`src/rtl/perceptron_uart_sequencer.sv`:
```
`default_nettype none
// perceptron_uart_sequencer: host command parser feeding weighted_sum_top (rev 1.0).
// Loads x/w holding registers from UART bytes and returns the sum MSB byte first.
module perceptron_uart_sequencer #(
  parameter int N       = 8,
  parameter int W       = 18,
  parameter int SUM_W   = 40,
  parameter int TIMEOUT = 1024
) (
  input  logic             clk,
  input  logic             rst,
  input  logic [7:0]       rx_data,
  input  logic             rx_data_present,
  output logic             rx_read,
  output logic [7:0]       tx_data,
  output logic             tx_write,
  input  logic             tx_full,
  output logic [W*N-1:0]   x_flat,
  output logic [W*N-1:0]   w_flat,
  output logic             ws_start,
  input  logic             ws_done,
  input  logic [SUM_W-1:0] ws_sum,
  output logic             busy
);
  localparam int B      = (W + 7) / 8;
  localparam int ACC_W  = B * 8;
  localparam int NVAL   = 2 * N;
  localparam int NBYTES = SUM_W / 8;
  localparam int BCW    = (B > 1) ? $clog2(B) : 1;
  localparam int VCW    = $clog2(NVAL);
  localparam int TCW    = $clog2(TIMEOUT);
  localparam int SCW    = (NBYTES > 1) ? $clog2(NBYTES) : 1;

  localparam logic [7:0] CMD_LOAD = 8'h4C;
  localparam logic [7:0] CMD_GO   = 8'h47;
  localparam logic [7:0] RSP_BAD  = 8'h3F;
  localparam logic [7:0] RSP_OK   = 8'h4B;
  localparam logic [7:0] RSP_TMO  = 8'h54;

  typedef enum logic [2:0] {
    IDLE  = 3'd0,
    LOAD  = 3'd1,
    START = 3'd2,
    WAIT  = 3'd3,
    SEND  = 3'd4,
    RESP  = 3'd5
  } state_t;

  state_t state, state_next;

  logic [ACC_W-1:0] acc;
  logic [ACC_W-1:0] acc_next;
  logic [BCW-1:0]   bcnt;
  logic [VCW-1:0]   vcnt;
  logic [TCW-1:0]   tcnt;
  logic [SCW-1:0]   scnt;
  logic [SUM_W-1:0] sum_sh;
  logic [7:0]       resp;
  logic             byte_last;
  logic             val_last;
  logic             tmo_hit;
  logic             send_last;

  // Big-endian assembly: older bytes move up, surplus high bits fall off the value.
  assign acc_next  = (acc << 8) | ACC_W'(rx_data);
  assign byte_last = (bcnt == BCW'(B - 1));
  assign val_last  = (vcnt == VCW'(NVAL - 1));
  assign tmo_hit   = (tcnt == TCW'(TIMEOUT - 1));
  assign send_last = (scnt == SCW'(NBYTES - 1));

  always_ff @(posedge clk) begin
    if (rst) state <= IDLE;
    else     state <= state_next;
  end

  always_comb begin
    state_next = state;
    rx_read    = 1'b0;
    tx_write   = 1'b0;
    case (state)
      IDLE: begin
        if (rx_data_present) begin
          rx_read = 1'b1;
          if (rx_data == CMD_LOAD)    state_next = LOAD;
          else if (rx_data == CMD_GO) state_next = START;
          else                        state_next = RESP;
        end
      end
      LOAD: begin
        if (rx_data_present) begin
          rx_read = 1'b1;
          if (byte_last && val_last) state_next = RESP;
        end
      end
      START: state_next = WAIT;
      WAIT: begin
        if (ws_done)      state_next = SEND;
        else if (tmo_hit) state_next = RESP;
      end
      SEND: begin
        if (!tx_full) begin
          tx_write = 1'b1;
          if (send_last) state_next = IDLE;
        end
      end
      RESP: begin
        if (!tx_full) begin
          tx_write   = 1'b1;
          state_next = IDLE;
        end
      end
      default: state_next = IDLE;
    endcase
    if (rst) begin
      rx_read  = 1'b0;
      tx_write = 1'b0;
    end
  end

  assign tx_data = rst ? 8'h00 : ((state == RESP) ? resp : sum_sh[SUM_W-1 -: 8]);
  assign busy    = !rst && (state != IDLE);

  always_ff @(posedge clk) begin
    if (rst) begin
      acc      <= '0;
      bcnt     <= '0;
      vcnt     <= '0;
      tcnt     <= '0;
      scnt     <= '0;
      sum_sh   <= '0;
      resp     <= '0;
      ws_start <= 1'b0;
      x_flat   <= '0;
      w_flat   <= '0;
    end else begin
      ws_start <= (state == START);
      case (state)
        IDLE: begin
          if (rx_read) begin
            acc  <= '0;
            bcnt <= '0;
            vcnt <= '0;
            resp <= RSP_BAD;
          end
        end
        LOAD: begin
          if (rx_read) begin
            acc <= acc_next;
            if (byte_last) begin
              bcnt <= '0;
              vcnt <= vcnt + 1'b1;
              resp <= RSP_OK;
              if (vcnt[0]) w_flat[W*int'(vcnt >> 1) +: W] <= acc_next[W-1:0];
              else         x_flat[W*int'(vcnt >> 1) +: W] <= acc_next[W-1:0];
            end else begin
              bcnt <= bcnt + 1'b1;
            end
          end
        end
        START: tcnt <= '0;
        WAIT: begin
          if (ws_done) begin
            sum_sh <= ws_sum;
            scnt   <= '0;
          end else begin
            tcnt <= tcnt + 1'b1;
            resp <= RSP_TMO;
          end
        end
        SEND: begin
          if (tx_write) begin
            sum_sh <= sum_sh << 8;
            scnt   <= scnt + 1'b1;
          end
        end
        default: ;
      endcase
    end
  end

endmodule
`default_nettype wire

```
`config.mk`:
```
export PLATFORM = sky130hd
export DESIGN_NAME = perceptron_uart_sequencer
export DESIGN_NICKNAME = d
export VERILOG_FILES = /design/src/rtl/perceptron_uart_sequencer.sv
export SDC_FILE = /design/constraint.sdc
export NUM_CORES = 1
export LEC_CHECK = 0
export CAP_MARGIN = 20
export CORE_MARGIN = 1.5
export CORE_UTILIZATION = 44
export DETAILED_ROUTE_END_ITERATION = 10
export GPL_ROUTABILITY_DRIVEN = 0
export PLACE_DENSITY_LB_ADDON = 0.3
export SYNTH_ARGS = -nofsm -noshare
export SYNTH_HDL_FRONTEND = slang
export SYNTH_SLANG_ARGS = --single-unit
```
`constraint.sdc`:
```
create_clock -name clk -period 6.7 [get_ports clk]
set_input_delay 1.005 -clock clk [delete_from_list [all_inputs] [get_ports clk]]
set_output_delay 1.005 -clock clk [all_outputs]
set_load 0.02 [all_outputs]
```
==> flow_summary.html <==
<table>
<tr><th>Metric</th><th>Value</th></tr>
<tr><th colspan="2">Status</th></tr>
<tr><td>Run status</td><td>finished, final reports clean</td></tr>
<tr><th colspan="2">Layout</th></tr>
<tr><td>Area of combinational cells with multiple inputs</td><td>~8800 µm²</td></tr>
<tr><td>Filler Cell Count</td><td>roughly 3,400</td></tr>
<tr><td>Final #Nets</td><td>around 2,400</td></tr>
<tr><td>Area of all sequential standard cells</td><td>approximately 7300 µm²</td></tr>
<tr><td>Finished layout cell area</td><td>around 22,000 µm²</td></tr>
<tr><td>Synthesis-to-layout area growth</td><td>30.5%</td></tr>
<tr><td>Final cell count without fillers</td><td>about 2,800</td></tr>
<tr><td>Fraction of final layout cells with drive strength greater than 1</td><td>6.45%</td></tr>
<tr><td>ANT cells</td><td>0</td></tr>
<tr><td>Post-route core utilization</td><td>58.2%</td></tr>
<tr><th colspan="2">Power</th></tr>
<tr><td>Leak</td><td>6.90 nW</td></tr>
<tr><td>Total power after layout</td><td>5.08 mW</td></tr>
<tr><td>Power density of the placed cells</td><td>approximately 230 nW/µm²</td></tr>
<tr><td>Highest ir drop seen on vdd</td><td>between 0.2 and 0.25 mV</td></tr>
<tr><th colspan="2">STA</th></tr>
<tr><td>Setup clock skew after layout</td><td>21.0 ps</td></tr>
<tr><td>Fin Hold WS</td><td>approximately 460 ps</td></tr>
<tr><td>RSZ-0062 raised after global routing</td><td>false</td></tr>
<tr><td>Max_slew headroom</td><td>a little under a quarter</td></tr>
<tr><td>Slew of the pin with the lowest slew margin</td><td>approximately 1100 ps</td></tr>
<tr><td>Minimum clock period after layout</td><td>5360 ps</td></tr>
<tr><td>Setup tns final</td><td>0 ps</td></tr>
<tr><td>Maximum clock frequency</td><td>between 150 and 200 MHz</td></tr>
<tr><td>Worst setup slack after layout</td><td>1340 ps</td></tr>
<tr><td>Endpoints failing hold</td><td>0</td></tr>
<tr><td>Fin. max-slew vios</td><td>0</td></tr>
<tr><td>Final setup violation count</td><td>0</td></tr>
<tr><td>Final worst-path cycle share</td><td>80.0%</td></tr>
<tr><th colspan="2">Clock tree</th></tr>
<tr><td>Number of hold-repair buffers added at the cts stage</td><td>0</td></tr>
<tr><td>H-tree depth reported by CTS</td><td>2</td></tr>
<tr><td>Setup Buffers After CTS</td><td>0</td></tr>
<tr><td>Clock sink total</td><td>365</td></tr>
<tr><td>Library cell used as clock root buffer</td><td>sky130_fd_sc_hd__clkbuf_16</td></tr>
<tr><td>Latest clock arrival within the worst-skew pair</td><td>560 ps</td></tr>
<tr><td>Number of buffers on the longest clock path</td><td>3</td></tr>
<tr><td>Clock slew at reported path FFs</td><td>60 ps</td></tr>
<tr><td>CTS Buf Count</td><td>39</td></tr>
<tr><td>CTS tree</td><td>built</td></tr>
<tr><td>Number of cells upsized or downsized after cts</td><td>0</td></tr>
<tr><th colspan="2">Die</th></tr>
<tr><td>Die Wd</td><td>between 150 and 200 µm</td></tr>
<tr><td>Effective utilization at floorplan</td><td>between 40% and 50%</td></tr>
<tr><td>Number of I/O pins</td><td>about 350</td></tr>
<tr><td>Die boundary height</td><td>between 150 and 200 µm</td></tr>
<tr><td>Core ar.</td><td>37,600 µm²</td></tr>
<tr><td>Die Footprint</td><td>39,300 µm²</td></tr>
<tr><td>Number of rows in the core area</td><td>71</td></tr>
<tr><th colspan="2">Synthesis</th></tr>
<tr><td>Number of library cell types mapped by synthesis</td><td>between 80 and 90</td></tr>
<tr><td>Synth Net Count</td><td>between 2,000 and 2,500</td></tr>
<tr><td>Most repeated cell in the gate-level netlist after synthesis</td><td>sky130_fd_sc_hd__dfxtp_1</td></tr>
<tr><td>Yosys Warn Count</td><td>0</td></tr>
<tr><td>Flip-flop and latch count after synthesis</td><td>approximately 370</td></tr>
<tr><td>Proportion of netlist area held by the largest area contributor</td><td>between 40% and 50%</td></tr>
<tr><td>Post-synth top flop</td><td>sky130_fd_sc_hd__dfxtp_1</td></tr>
<tr><td>Synth area leader</td><td>sky130_fd_sc_hd__dfxtp_1</td></tr>
<tr><td>Share of async-settable or async-resettable flops after synthesis</td><td>0%</td></tr>
<tr><td>Area of the mapped netlist</td><td>approximately 17,000 µm²</td></tr>
<tr><td>Post-synth top cells</td><td>365 x sky130_fd_sc_hd__dfxtp_1, 290 x sky130_fd_sc_hd__nor2_1, 217 x sky130_fd_sc_hd__nand2_1, 169 x sky130_fd_sc_hd__a21oi_1, 126 x sky130_fd_sc_hd__o21ai_0</td></tr>
<tr><td>Count of flip-flops with a built-in enable after synthesis</td><td>0</td></tr>
<tr><td>Average size of a mapped cell</td><td>8.29 µm²</td></tr>
<tr><td>Mapped Cells</td><td>just over 2,000</td></tr>
<tr><td>Register area share after synthesis</td><td>between 40% and 50%</td></tr>
<tr><td>Top cells by area in the synthesized netlist</td><td>sky130_fd_sc_hd__dfxtp_1 44%, sky130_fd_sc_hd__nor2_1 6.5%, sky130_fd_sc_hd__a21oi_1 5.0%, sky130_fd_sc_hd__nand2_1 4.9%, sky130_fd_sc_hd__mux2i_1 4.6%</td></tr>
<tr><th colspan="2">Global route</th></tr>
<tr><td>Pin count of the biggest net entering global routing</td><td>264</td></tr>
<tr><td>Total gr overflow</td><td>0</td></tr>
<tr><td>Met3 demand-to-capacity share in global routing</td><td>between 7 and 8%</td></tr>
<tr><td>Global Route met1 Usage</td><td>a little under two fifths</td></tr>
<tr><td>Global-route wire length before repair</td><td>between 90,000 and 100,000 µm</td></tr>
<tr><td>Total routing resource utilization after global routing</td><td>29.8%</td></tr>
<tr><td>Via count of the first global-routing pass</td><td>about 16,000</td></tr>
<tr><td>Global-route met2 utilization</td><td>between 40% and 50%</td></tr>
<tr><td>Most used routing layer in global routing</td><td>met2</td></tr>
<tr><td>Number of antenna violations at the first check in global routing</td><td>0</td></tr>
<tr><th colspan="2">Place</th></tr>
<tr><td>Sum of net half-perimeters after detailed placement</td><td>roughly 43,000 µm</td></tr>
<tr><td>Placed Instance Area</td><td>between 20,000 and 25,000 µm²</td></tr>
<tr><td>Number of buffer cells added on primary ports</td><td>approximately 350</td></tr>
<tr><td>Placed cell count</td><td>roughly 2,800</td></tr>
<tr><td>Setup slack at placement</td><td>~1600 ps</td></tr>
<tr><th colspan="2">Drt</th></tr>
<tr><td>Via Count</td><td>about 17,000</td></tr>
<tr><td>DRC marker count from the first detailed-route iteration</td><td>around 2,000</td></tr>
<tr><td>Drt first pass iters</td><td>9</td></tr>
<tr><td>Post-detailed-route count of antenna-violating nets</td><td>0</td></tr>
<tr><td>WL per Instance</td><td>about 21 µm</td></tr>
<tr><td>Remaining routing DRC violations</td><td>0</td></tr>
<tr><td>Wire length after detailed routing</td><td>60,600 µm</td></tr>
<tr><td>Via density</td><td>about 6.0</td></tr>
<tr><th colspan="2">Critical path</th></tr>
<tr><td>CP startpoint kind</td><td>register</td></tr>
<tr><td>Class of the most critical setup path</td><td>reg -&gt; reg</td></tr>
<tr><td>Critical path required time</td><td>between 7000 and 8000 ps</td></tr>
<tr><td>Critical path peak fanout</td><td>35</td></tr>
<tr><td>Kind of end point of the critical path</td><td>register</td></tr>
<tr><td>Data arrival, critical path</td><td>about 5800 ps</td></tr>
<tr><th colspan="2">Hold path</th></tr>
<tr><td>Worst min path class</td><td>reg -&gt; reg</td></tr>
<tr><th colspan="2">Job</th></tr>
<tr><td>Max cap viols</td><td>0</td></tr>
</table>
## cell usage in the layout (no fill, tap or decap), types with 7 or more instances in the layout
| cell | netlist | routed |
|---|---|---|
| sky130_fd_sc_hd__o22ai_1 | 9 | 9 |
| sky130_fd_sc_hd__buf_4 | 8 | 22 |
| sky130_fd_sc_hd__nand2b_1 | 37 | 37 |
| sky130_fd_sc_hd__mux2i_1 | 77 | 77 |
| sky130_fd_sc_hd__ha_1 | 8 | 7 |
| sky130_fd_sc_hd__a22oi_1 | 15 | 15 |
| sky130_fd_sc_hd__dfxtp_1 | 365 | 364 |
| sky130_fd_sc_hd__o21ai_0 | 126 | 126 |
| sky130_fd_sc_hd__or2_2 | 10 | 10 |
| sky130_fd_sc_hd__or3_1 | 8 | 8 |
| sky130_fd_sc_hd__a211oi_1 | 89 | 89 |
| sky130_fd_sc_hd__nor3_1 | 60 | 60 |
| sky130_fd_sc_hd__inv_1 | 8 | 8 |
| sky130_fd_sc_hd__o211ai_1 | 8 | 8 |
| sky130_fd_sc_hd__a21oi_1 | 169 | 169 |
| sky130_fd_sc_hd__clkinv_2 | 0 | 9 |
| sky130_fd_sc_hd__clkdlybuf4s50_1 | 0 | 351 |
| sky130_fd_sc_hd__clkbuf_16 | 0 | 40 |
| sky130_fd_sc_hd__a31oi_1 | 16 | 16 |
| sky130_fd_sc_hd__nand2_1 | 217 | 217 |
| sky130_fd_sc_hd__and2_1 | 25 | 25 |
| sky130_fd_sc_hd__nor2_1 | 290 | 289 |
| sky130_fd_sc_hd__a311oi_1 | 70 | 70 |
| sky130_fd_sc_hd__nand3b_1 | 59 | 59 |
| sky130_fd_sc_hd__nor2b_1 | 10 | 10 |
| sky130_fd_sc_hd__clkbuf_8 | 0 | 10 |
| sky130_fd_sc_hd__o21ai_1 | 16 | 15 |
| sky130_fd_sc_hd__and3_1 | 7 | 7 |
| sky130_fd_sc_hd__nand3_1 | 41 | 41 |
## worst max-delay path, cell delays in order (launching register included)
cell and delay (ps):
sky130_fd_sc_hd__dfxtp_1 950, sky130_fd_sc_hd__clkinv_1 550, sky130_fd_sc_hd__ha_2 410, sky130_fd_sc_hd__or4b_4 300
sky130_fd_sc_hd__clkinv_4 230, sky130_fd_sc_hd__ha_1 530, sky130_fd_sc_hd__inv_1 440, sky130_fd_sc_hd__o2111ai_2 480
sky130_fd_sc_hd__nor2_1 830, sky130_fd_sc_hd__nand2_1 240, sky130_fd_sc_hd__nand3b_1 150, sky130_fd_sc_hd__o21ai_0 100
## registers in the layout (all words and copies together), names as in the netlist
signal	cells
x_flat	144
state	3
w_flat	144
scnt	3
vcnt	4
resp	4
ws_start	1
tcnt	10
bcnt	2
acc	10
sum_sh	40
## where the power goes
group / internal [mW] / switching [mW] / total [mW] / leakage, nW
Sequential: 2.23 / 0.0729 / 2.30 / 2.94
Clock: 1.37 / 0.907 / 2.27 / 0.680
Combinational: 0.182 / 0.321 / 0.502 / 3.27
Total: 3.78 / 1.30 / 5.08 / 6.90
## kinds of logic after synthesis
kind of cell / synth area share (%)
AND/OR/NAND/NOR: 22.8
AO/OA/AOI/OAI: 23.3
flip-flops: 43.6
buffers and inverters: 4.01
multiplexers: 5.07
XOR/XNOR: 0.672
adder cells (fa/ha/maj): 0.597
## worst paths after layout
check	start	end	slack [ps]	cells past startpoint
setup reg to reg	vcnt[2]	x_flat[83]	1340	11
hold / removal	w_flat[84]	w_flat[84]	460	2
setup / recovery	vcnt[2]	x_flat[83]	1340	11
hold reg to reg	w_flat[84]	w_flat[84]	460	2
## metal layers
metal  vias up  wire length, µm
met3       255             6450
met1      7932            23300
li1       7881                -
met2      1036            27400
met4         0             3430
met5         -                0
## final cells by class
type / instances / area share, %
clock inverters: 16 / 0.909
repair buffers: 376 / 17.0
clock buffers: 56 / 5.31
multi-input cells: 1502 / 40.2
well taps: 511 / 2.92
flip-flops and latches: 365 / 33.4
inverters: 12 / 0.229
No activity file was read; power rests on OpenSTA's default activity.
